## src/rtl/write_back_merge_unit.sv

```systemverilog
// Write-back merge: late load returns and the in-order pipe channel share one register-file port.
// Optional forwarding lookup into the retire queue is compiled in when WB_FORWARD_EN is defined.
package write_back_merge_unit_pkg;
    typedef enum logic [1:0] {
        FROM_ALU    = 2'd0,
        FROM_MEMORY = 2'd1
    } reg_file_data_source;

    typedef logic reg_file_write_sig;
endpackage

module write_back_merge_unit
    import write_back_merge_unit_pkg::*;
#(
    parameter int unsigned WORD       = 32,
    parameter int unsigned ADDR_WIDTH = 4,
    parameter int unsigned DEPTH      = 4
) (
    input  logic                          clk_i,
    input  logic                          rst_n_i,
    input  logic                          pipe_valid_i,
    output logic                          pipe_ready_o,
    input  reg_file_data_source           pipe_src_i,
    input  reg_file_write_sig             pipe_write_en_i,
    input  logic [ADDR_WIDTH-1:0]         pipe_dest_addr_i,
    input  logic [WORD-1:0]               pipe_alu_result_i,
    input  logic [WORD-1:0]               pipe_mem_data_i,
    input  logic                          ld_valid_i,
    input  logic [ADDR_WIDTH-1:0]         ld_dest_addr_i,
    input  logic [WORD-1:0]               ld_data_i,
    input  logic [ADDR_WIDTH-1:0]         lookup_addr_i,
    output logic                          lookup_hit_o,
    output logic [WORD-1:0]               lookup_data_o,
    output reg_file_write_sig             reg_file_write_en_o,
    output logic [ADDR_WIDTH-1:0]         reg_dest_addr_o,
    output logic [WORD-1:0]               reg_data_o,
    output logic [$clog2(DEPTH):0]        pending_count_o
);

    localparam int unsigned PW = $clog2(DEPTH);
    localparam int unsigned CW = PW + 1;

    logic [CW-1:0]         count_q, count_d;
    logic [PW-1:0]         rd_ptr_q, rd_ptr_d;
    logic [PW-1:0]         wr_ptr_q, wr_ptr_d;
    logic [ADDR_WIDTH-1:0] ent_addr_q [DEPTH];
    logic [WORD-1:0]       ent_data_q [DEPTH];

    logic                  wr_en_q, wr_en_d;
    logic [ADDR_WIDTH-1:0] wr_addr_q, wr_addr_d;
    logic [WORD-1:0]       wr_data_q, wr_data_d;

    logic                  pipe_fire;
    logic                  pipe_wr;
    logic [WORD-1:0]       pipe_data;
    logic                  queue_empty;
    logic                  push;
    logic                  pop;

    assign queue_empty  = (count_q == '0);
    assign pipe_ready_o = (count_q < CW'(DEPTH));
    assign pipe_fire    = pipe_valid_i & pipe_ready_o;
    assign pipe_wr      = pipe_fire & pipe_write_en_i;

    // Result select; unknown source encodings write zero.
    always_comb begin
        pipe_data = '0;
        case (pipe_src_i)
            FROM_ALU:    pipe_data = pipe_alu_result_i;
            FROM_MEMORY: pipe_data = pipe_mem_data_i;
            default:     pipe_data = '0;
        endcase
    end

    // Port arbitration: load return, then queue head, then pipe bypass.
    always_comb begin
        wr_en_d   = 1'b0;
        wr_addr_d = wr_addr_q;
        wr_data_d = wr_data_q;
        pop       = 1'b0;
        push      = 1'b0;
        if (ld_valid_i) begin
            wr_en_d   = 1'b1;
            wr_addr_d = ld_dest_addr_i;
            wr_data_d = ld_data_i;
            push      = pipe_wr;
        end else if (!queue_empty) begin
            wr_en_d   = 1'b1;
            wr_addr_d = ent_addr_q[rd_ptr_q];
            wr_data_d = ent_data_q[rd_ptr_q];
            pop       = 1'b1;
            push      = pipe_wr;
        end else if (pipe_wr) begin
            wr_en_d   = 1'b1;
            wr_addr_d = pipe_dest_addr_i;
            wr_data_d = pipe_data;
        end
    end

    always_comb begin
        rd_ptr_d = pop  ? rd_ptr_q + PW'(1) : rd_ptr_q;
        wr_ptr_d = push ? wr_ptr_q + PW'(1) : wr_ptr_q;
        count_d  = count_q + CW'(push) - CW'(pop);
    end

    always_ff @(posedge clk_i or negedge rst_n_i) begin
        if (!rst_n_i) begin
            count_q   <= '0;
            rd_ptr_q  <= '0;
            wr_ptr_q  <= '0;
            wr_en_q   <= 1'b0;
            wr_addr_q <= '0;
            wr_data_q <= '0;
        end else begin
            count_q   <= count_d;
            rd_ptr_q  <= rd_ptr_d;
            wr_ptr_q  <= wr_ptr_d;
            wr_en_q   <= wr_en_d;
            wr_addr_q <= wr_addr_d;
            wr_data_q <= wr_data_d;
        end
    end

    // Entry storage needs no reset: only slots below count are ever read.
    always_ff @(posedge clk_i) begin
        if (push) begin
            ent_addr_q[wr_ptr_q] <= pipe_dest_addr_i;
            ent_data_q[wr_ptr_q] <= pipe_data;
        end
    end

`ifdef WB_FORWARD_EN
    // Scan oldest to youngest so the last match wins.
    always_comb begin
        logic [PW-1:0] idx;
        lookup_hit_o  = 1'b0;
        lookup_data_o = '0;
        idx           = '0;
        for (int k = 0; k < int'(DEPTH); k++) begin
            idx = rd_ptr_q + PW'(k);
            if ((CW'(k) < count_q) && (ent_addr_q[idx] == lookup_addr_i)) begin
                lookup_hit_o  = 1'b1;
                lookup_data_o = ent_data_q[idx];
            end
        end
    end
`else
    logic unused_lookup;
    assign unused_lookup = ^lookup_addr_i;
    assign lookup_hit_o  = 1'b0;
    assign lookup_data_o = '0;
`endif

    assign reg_file_write_en_o = wr_en_q;
    assign reg_dest_addr_o     = wr_addr_q;
    assign reg_data_o          = wr_data_q;
    assign pending_count_o     = count_q;

endmodule

```

## config.mk

```make
export PLATFORM = sky130hd
export DESIGN_NAME = write_back_merge_unit
export DESIGN_NICKNAME = d
export VERILOG_FILES = /design/src/rtl/write_back_merge_unit.sv
export SDC_FILE = /design/constraint.sdc
export NUM_CORES = 1
export LEC_CHECK = 0
export CAP_MARGIN = 20
export CELL_PAD_IN_SITES_DETAIL_PLACEMENT = 0
export CELL_PAD_IN_SITES_GLOBAL_PLACEMENT = 1
export CORE_MARGIN = 2
export CORE_UTILIZATION = 45
export CTS_BUF_LIST = sky130_fd_sc_hd__clkbuf_4 sky130_fd_sc_hd__clkbuf_8 sky130_fd_sc_hd__clkbuf_16
export DETAILED_ROUTE_END_ITERATION = 8
export PLACE_DENSITY = 0.89
export SYNTH_ARGS = -nofsm -noshare
export SYNTH_HDL_FRONTEND = slang
export SYNTH_SLANG_ARGS = --single-unit
```

## constraint.sdc

```tcl
create_clock -name clk_i -period 4.2 [get_ports clk_i]
set_input_delay 0.63 -clock clk_i [delete_from_list [all_inputs] [get_ports clk_i]]
set_output_delay 0.63 -clock clk_i [all_outputs]
set_load 0.02 [all_outputs]
```

=== After elaboration in Yosys (flattened, before gate mapping) ===
Memory sizes are Yosys's and may differ from the RTL's.
Index checks and enable logic that the tools add are counted.

* Flip-flop bits (word level): 44
* Memory bits (writable): 144
* Output and inout port bits: 74
* Memories: 2

* Add/subtract/negate cells: 4
* $lt $le $gt $ge: 1
* Eq/ne operators: 2
* Muxes and demuxes: 16
* Bitwise operators: 2
* Reduce and logical (&&, ||, !) cells: 2

{| class="wikitable"
|+ Memory list
! memory !! depth !! width !! read ports !! clocked after memory_dff !! wr ports !! RTL line !! text
|-
| ent_data_q || 4 || 32 || 1 || 0 || 1 || 47 || <nowiki>logic [WORD-1:0] ent_data_q [DEPTH];</nowiki>
|-
| ent_addr_q || 4 || 4 || 1 || 0 || 1 || 46 || <nowiki>logic [ADDR_WIDTH-1:0] ent_addr_q [DEPTH];</nowiki>
|}

{| class="wikitable"
|+ Operators by type and width
! cell !! number
|-
| 32-bit 2-to-1 mux || 3
|-
| 32-bit case mux with 2 select lines || 1
|-
| 4-bit 2-to-1 mux || 3
|-
| 1-bit 2-to-1 mux || 9
|-
| 2-bit by 1-bit adder with 2-bit output (second input constant) || 2
|-
| 3-bit by 1-bit adder with 3-bit output || 1
|-
| 3-bit zero test || 1
|-
| 3-bit < comparator (second input constant) || 1
|-
| 3-bit inequality test (second input constant) || 1
|-
| 3-bit by 1-bit subtractor with 3-bit output || 1
|-
| 1-bit bitwise AND || 2
|-
| 2-bit by 1-bit equality test with 1-bit output (second input constant) || 1
|-
| 2-bit zero test || 1
|}

=== Longest topological paths before layout ===
* Word-level depth: 7
* Depth in mapped cells: 10
* Gate-level depth less buffers: 9

=== Worst setup path after synthesis ===
No wires, ideal clock.

* Kind: input-to-reg
* Start point: input port pipe_write_en_i
* End point: memory ent_addr_q[0][0], enable pin
* Arrival time: 2223 ps
* Setup slack: 1580 ps
* Stages on the path: 3
* Buffers on the path: 0
* Cells stage by stage: nand2_1 -> nor3_1 -> and2_1

* Cells in the longest elaborated chain, start to end: 5

{| class="wikitable"
|+ RTL lines
! item !! RTL line !! text
|-
| start: declaration || 24 || <nowiki>input reg_file_write_sig pipe_write_en_i,</nowiki>
|-
| 1-bit bitwise AND * || 63 || <nowiki>assign pipe_wr = pipe_fire & pipe_write_en_i;</nowiki>
|-
| 1-bit 2-to-1 mux || 87 || <nowiki>end else if (!queue_empty) begin</nowiki>
|-
| 1-bit 2-to-1 mux * || 82 || <nowiki>if (ld_valid_i) begin</nowiki>
|-
| 1-bit 2-to-1 mux * || 126 || <nowiki>if (push) begin</nowiki>
|-
| 1-bit 2-to-1 mux (not written as such) * || 127 || <nowiki>ent_addr_q[wr_ptr_q] <= pipe_dest_addr_i;</nowiki>
|-
| end: declaration || 46 ||
|}

Mark *: on every way between the ends. The rest lies on a longest branch, timed or not.

=== Final worst setup path ===
* Start point: input port pipe_write_en_i
* End point: register count_q[2], in the netlist pending_count_o[2]

* Cells in the longest elaborated chain, start to end: 5

{| class="wikitable"
|+ RTL lines
! item !! RTL line !! text
|-
| 1-bit bitwise AND * || 63 ||
|-
| 1-bit 2-to-1 mux || 87 ||
|-
| 1-bit 2-to-1 mux * || 82 ||
|-
| 3-bit by 1-bit adder with 3-bit output * || 103 || <nowiki>count_d = count_q + CW'(push) - CW'(pop);</nowiki>
|-
| 3-bit by 1-bit subtractor with 3-bit output * || 103 ||
|-
| net count_d[2] || 43 || <nowiki>logic [CW-1:0] count_q, count_d;</nowiki>
|-
| end signal: assignment || 115 || <nowiki>count_q <= count_d;</nowiki>
|-
| end: declaration || 43 ||
|}

The timed path passes the listed nets; every way through them passes the cells marked *.
A chain may end at the register's enable or synchronous reset.

==> impl_metrics.csv <==
group,metric,value,unit
finish,diodes,0,
critical_path,crit_required,4.55,ns
logic_synthesis,synth_area,0.00866,mm2
floorplanning,die-area,0.0204,mm2
clocking,clock_latency,0.43,ns
sta,finalClockSkew,0.00920,ns
logic_synthesis,avgSynthCellArea,16.0,um2
status,run_status,"complete, no violations",
critical_path,crit_type,"in2reg",
global_route,grt_pass1_vias,5414,
sta,tns,0,ns
floorplanning,rows,50,
critical_path,slowest_delay,0.59,ns
route,post_drt_via_cell_ratio,5.59,
sta,fin_crit,2.89,ns
clocking,clk_path_buf_depth,2,
logic_synthesis,synth_top_area_cell,"edfxtp_1",
floorplanning,pin_count,189,
critical_path,cp_cell_sequence,"clkdlybuf4s50_1 -> nand2_2 -> nor3_1 -> inv_1 -> ha_1 -> inv_1 -> ha_1 -> fa_1 -> xnor2_1 -> xnor2_1",
placed_design,hpwlAfterDp,11.8,mm
logic_synthesis,synth_flop_cell,"edfxtp_1",
sta,slew_violations,0,
clocking,cts_root_buffer,"clkbuf_16",
floorplanning,fp.coreArea,0.0188,mm2
global_route,grt_pass1_wl,29.6,mm
logic_synthesis,yosysMostFrequentCell,"edfxtp_1",
logic_synthesis,ys_async_sr_fraction,0.234,
sta,max_slew_margin,0.326,
logic_synthesis,synth_commonest_cells,"144 x edfxtp_1, 44 x dfrtp_1, 36 x mux2i_1, 36 x mux4_2, 34 x nand2_1",
logic_synthesis,ys_ff_latch,188,
logic_synthesis,synthTopCellsByArea,"edfxtp_1 50%, dfrtp_1 13%, mux4_2 9.4%",
clocking,tritoncts,"built",
placed_design,port_buffers,151,
critical_path,reg2reg_from,"pending_count_o[2]",
run,max_cap_violations,0,
logic_synthesis,synth_edf_count,144,
critical_path,path_max_fanout,7,
sta,period_share,0.689,
floorplanning,dieWidth,143,um
sta,fmax,346,MHz
floorplanning,initial_core_util,0.461,
route,dr_total_vias,5173,
logic_synthesis,seq_area_frac_synth,0.627,
sta,rsz0062_at_grt,"no",
route,drt_iter0_drc,403,
pwr,power.density,548,mW/mm2
pwr,p_total,5.92,mW
sta,hold_violations,0,
finish,fin_nets,800,
route,ant_nets,0,
critical_path,crit_arrival,3.25,ns
global_route,grt_overflow_total,0,
finish,area_growth,24.7,%
route,wl_per_cell,20.8,um
route,wl,19.3,mm
logic_synthesis,synth_top_cell_area_share,0.500,
sta,setup_violations,0,
route,drc_errors,0,
critical_path,setup.worst_path.start,"pipe_write_en_i",
critical_path,slowest_stage,"nor3_1",
clocking,clkSinkCount,188,
clocking,clkTransAtPathRegs,0.06,ns
global_route,grt.total_usage,0.194,
finish,drive_gt1_frac,0.172,
route,dr.pass1.iters,5,
global_route,grt_max_degree,45,
clocking,hold_buffers,0,
global_route,antenna_found_initial,0,
sta,tightest_slew,1.01,ns
critical_path,cp-end-kind,"register",
clocking,cts_buffers,17,
finish,fillers,1419,
logic_synthesis,synth_warnings,0,
clocking,cts_setup_buffers,0,
logic_synthesis,synth_cell_type_count,34,
critical_path,worst_setup_path_start_kind,"input pin",
placed_design,place_congestion,0.738,
pwr,p_leak,4.24,nW
floorplanning,die_height,143,um
worst_hold_path,hp-class,"in2async",
clocking,post_cts_resized,0,
clocking,cts_max_level,4,
pwr,peakVddDrop,0.000456,V
logic_synthesis,syn_inst,541,
-- state kept, by name, summed over array words and instances (netlist names) --
register / count
pending_count_o: 3
reg_data_o: 32
ent_data_q: 128
ent_addr_q: 16
reg_dest_addr_o: 4
reg_file_write_en_o: 1
rd_ptr_q: 2
wr_ptr_q: 2
-- stage by stage --
step / hold WS (ns) / instance area [um2] / setup slack [ns] / std cells / util
floorplan: 0.334 / 8780 / 1.58 / 573 / -
global placement: 0.475 / 10100 / 1.04 / 890 / 0.539
detailed placement: 0.478 / 10100 / 0.898 / 890 / 0.539
CTS: 0.467 / 10700 / 1.36 / 922 / 0.571
global route: 0.193 / 10800 / 1.20 / 925 / 0.575
finish: 0.170 / 10800 / 1.31 / 925 / 0.575
-- path summary, 6_finish.rpt --
check	end	cells after the start	slack, ns
setup / recovery	pending_count_o[2]	10	1.31
hold / removal	pending_count_o[0]	1	0.17
setup reg to reg	pending_count_o[2]	9	1.49
hold reg to reg	reg_data_o[31]	1	0.49
max in group asynchronous	rd_ptr_q[1]	2	3.46
min in group clk_i	reg_data_o[31]	1	0.49
-- power breakdown --
part	internal [mW]	switching (mW)	leakage (nW)	total, mW
Clock	0.979	0.643	0.306	1.62
Sequential	2.29	0.279	1.84	2.57
Combinational	0.925	0.802	2.10	1.73
Total	4.19	1.72	4.24	5.92
-- worst max-delay path, delay by kind of cell --
kind	cells	cell delay, ns
XOR/XNOR	2	0.32
adder cells (fa/ha/maj)	3	0.86
buffers and inverters	3	0.72
AND/OR/NAND/NOR	2	0.72
-- metal layers --
| layer | part of all wire | up-vias | global-route usage |
|---|---|---|---|
| met5 | 0 | - | 0 |
| met4 | 0.016 | 0 | 0.0620 |
| met3 | 0.059 | 25 | 0.0493 |
| met2 | 0.50 | 223 | 0.325 |
| met1 | 0.43 | 2611 | 0.250 |
| li1 | - | 2314 | - |
-- kinds of logic after synthesis --
group | Yosys count | share of synthesized area
AO/OA/AOI/OAI | 69 | 0.0961
XOR/XNOR | 5 | 0.00506
adder cells (fa/ha/maj) | 7 | 0.0110
buffers and inverters | 89 | 0.0642
flip-flops | 188 | 0.627
multiplexers | 73 | 0.137
other | 1 | 0.000433
AND/OR/NAND/NOR | 109 | 0.0598
-- area by class of cell --
type / instances / area, um2 / area share
clock inverters: 6 / 82.6 / 0.00765
inverters: 15 / 56.3 / 0.00522
well taps: 234 / 293 / 0.0271
clock buffers: 26 / 524 / 0.0486
repair buffers: 160 / 1600 / 0.149
flip-flops and latches: 188 / 5430 / 0.503
multi-input cells: 296 / 2800 / 0.260
-- layout by cell type, fill, tap and decap left out, types with 2 or more instances in the layout --
master / Yosys / layout
nor2_1: 32 / 32
dfrtp_2: 0 / 2
buf_2: 13 / 4
buf_12: 2 / 2
bufinv_16: 0 / 2
dfrtp_1: 44 / 42
xnor2_1: 4 / 4
a222oi_1: 3 / 3
clkbuf_4: 0 / 4
o41ai_2: 29 / 29
nand2_1: 34 / 33
clkbuf_16: 0 / 17
inv_1: 15 / 15
mux4_2: 36 / 36
and3_1: 32 / 32
edfxtp_1: 144 / 144
buf_4: 33 / 6
clkinv_2: 0 / 2
nand3_1: 2 / 2
a211o_1: 32 / 32
o41ai_1: 3 / 3
and2_2: 0 / 4
clkbuf_8: 0 / 5
conb_1: 1 / 33
mux2i_1: 36 / 36
clkdlybuf4s50_1: 0 / 147
ha_1: 6 / 6
Note: power is estimated with default switching activity, not from simulation.
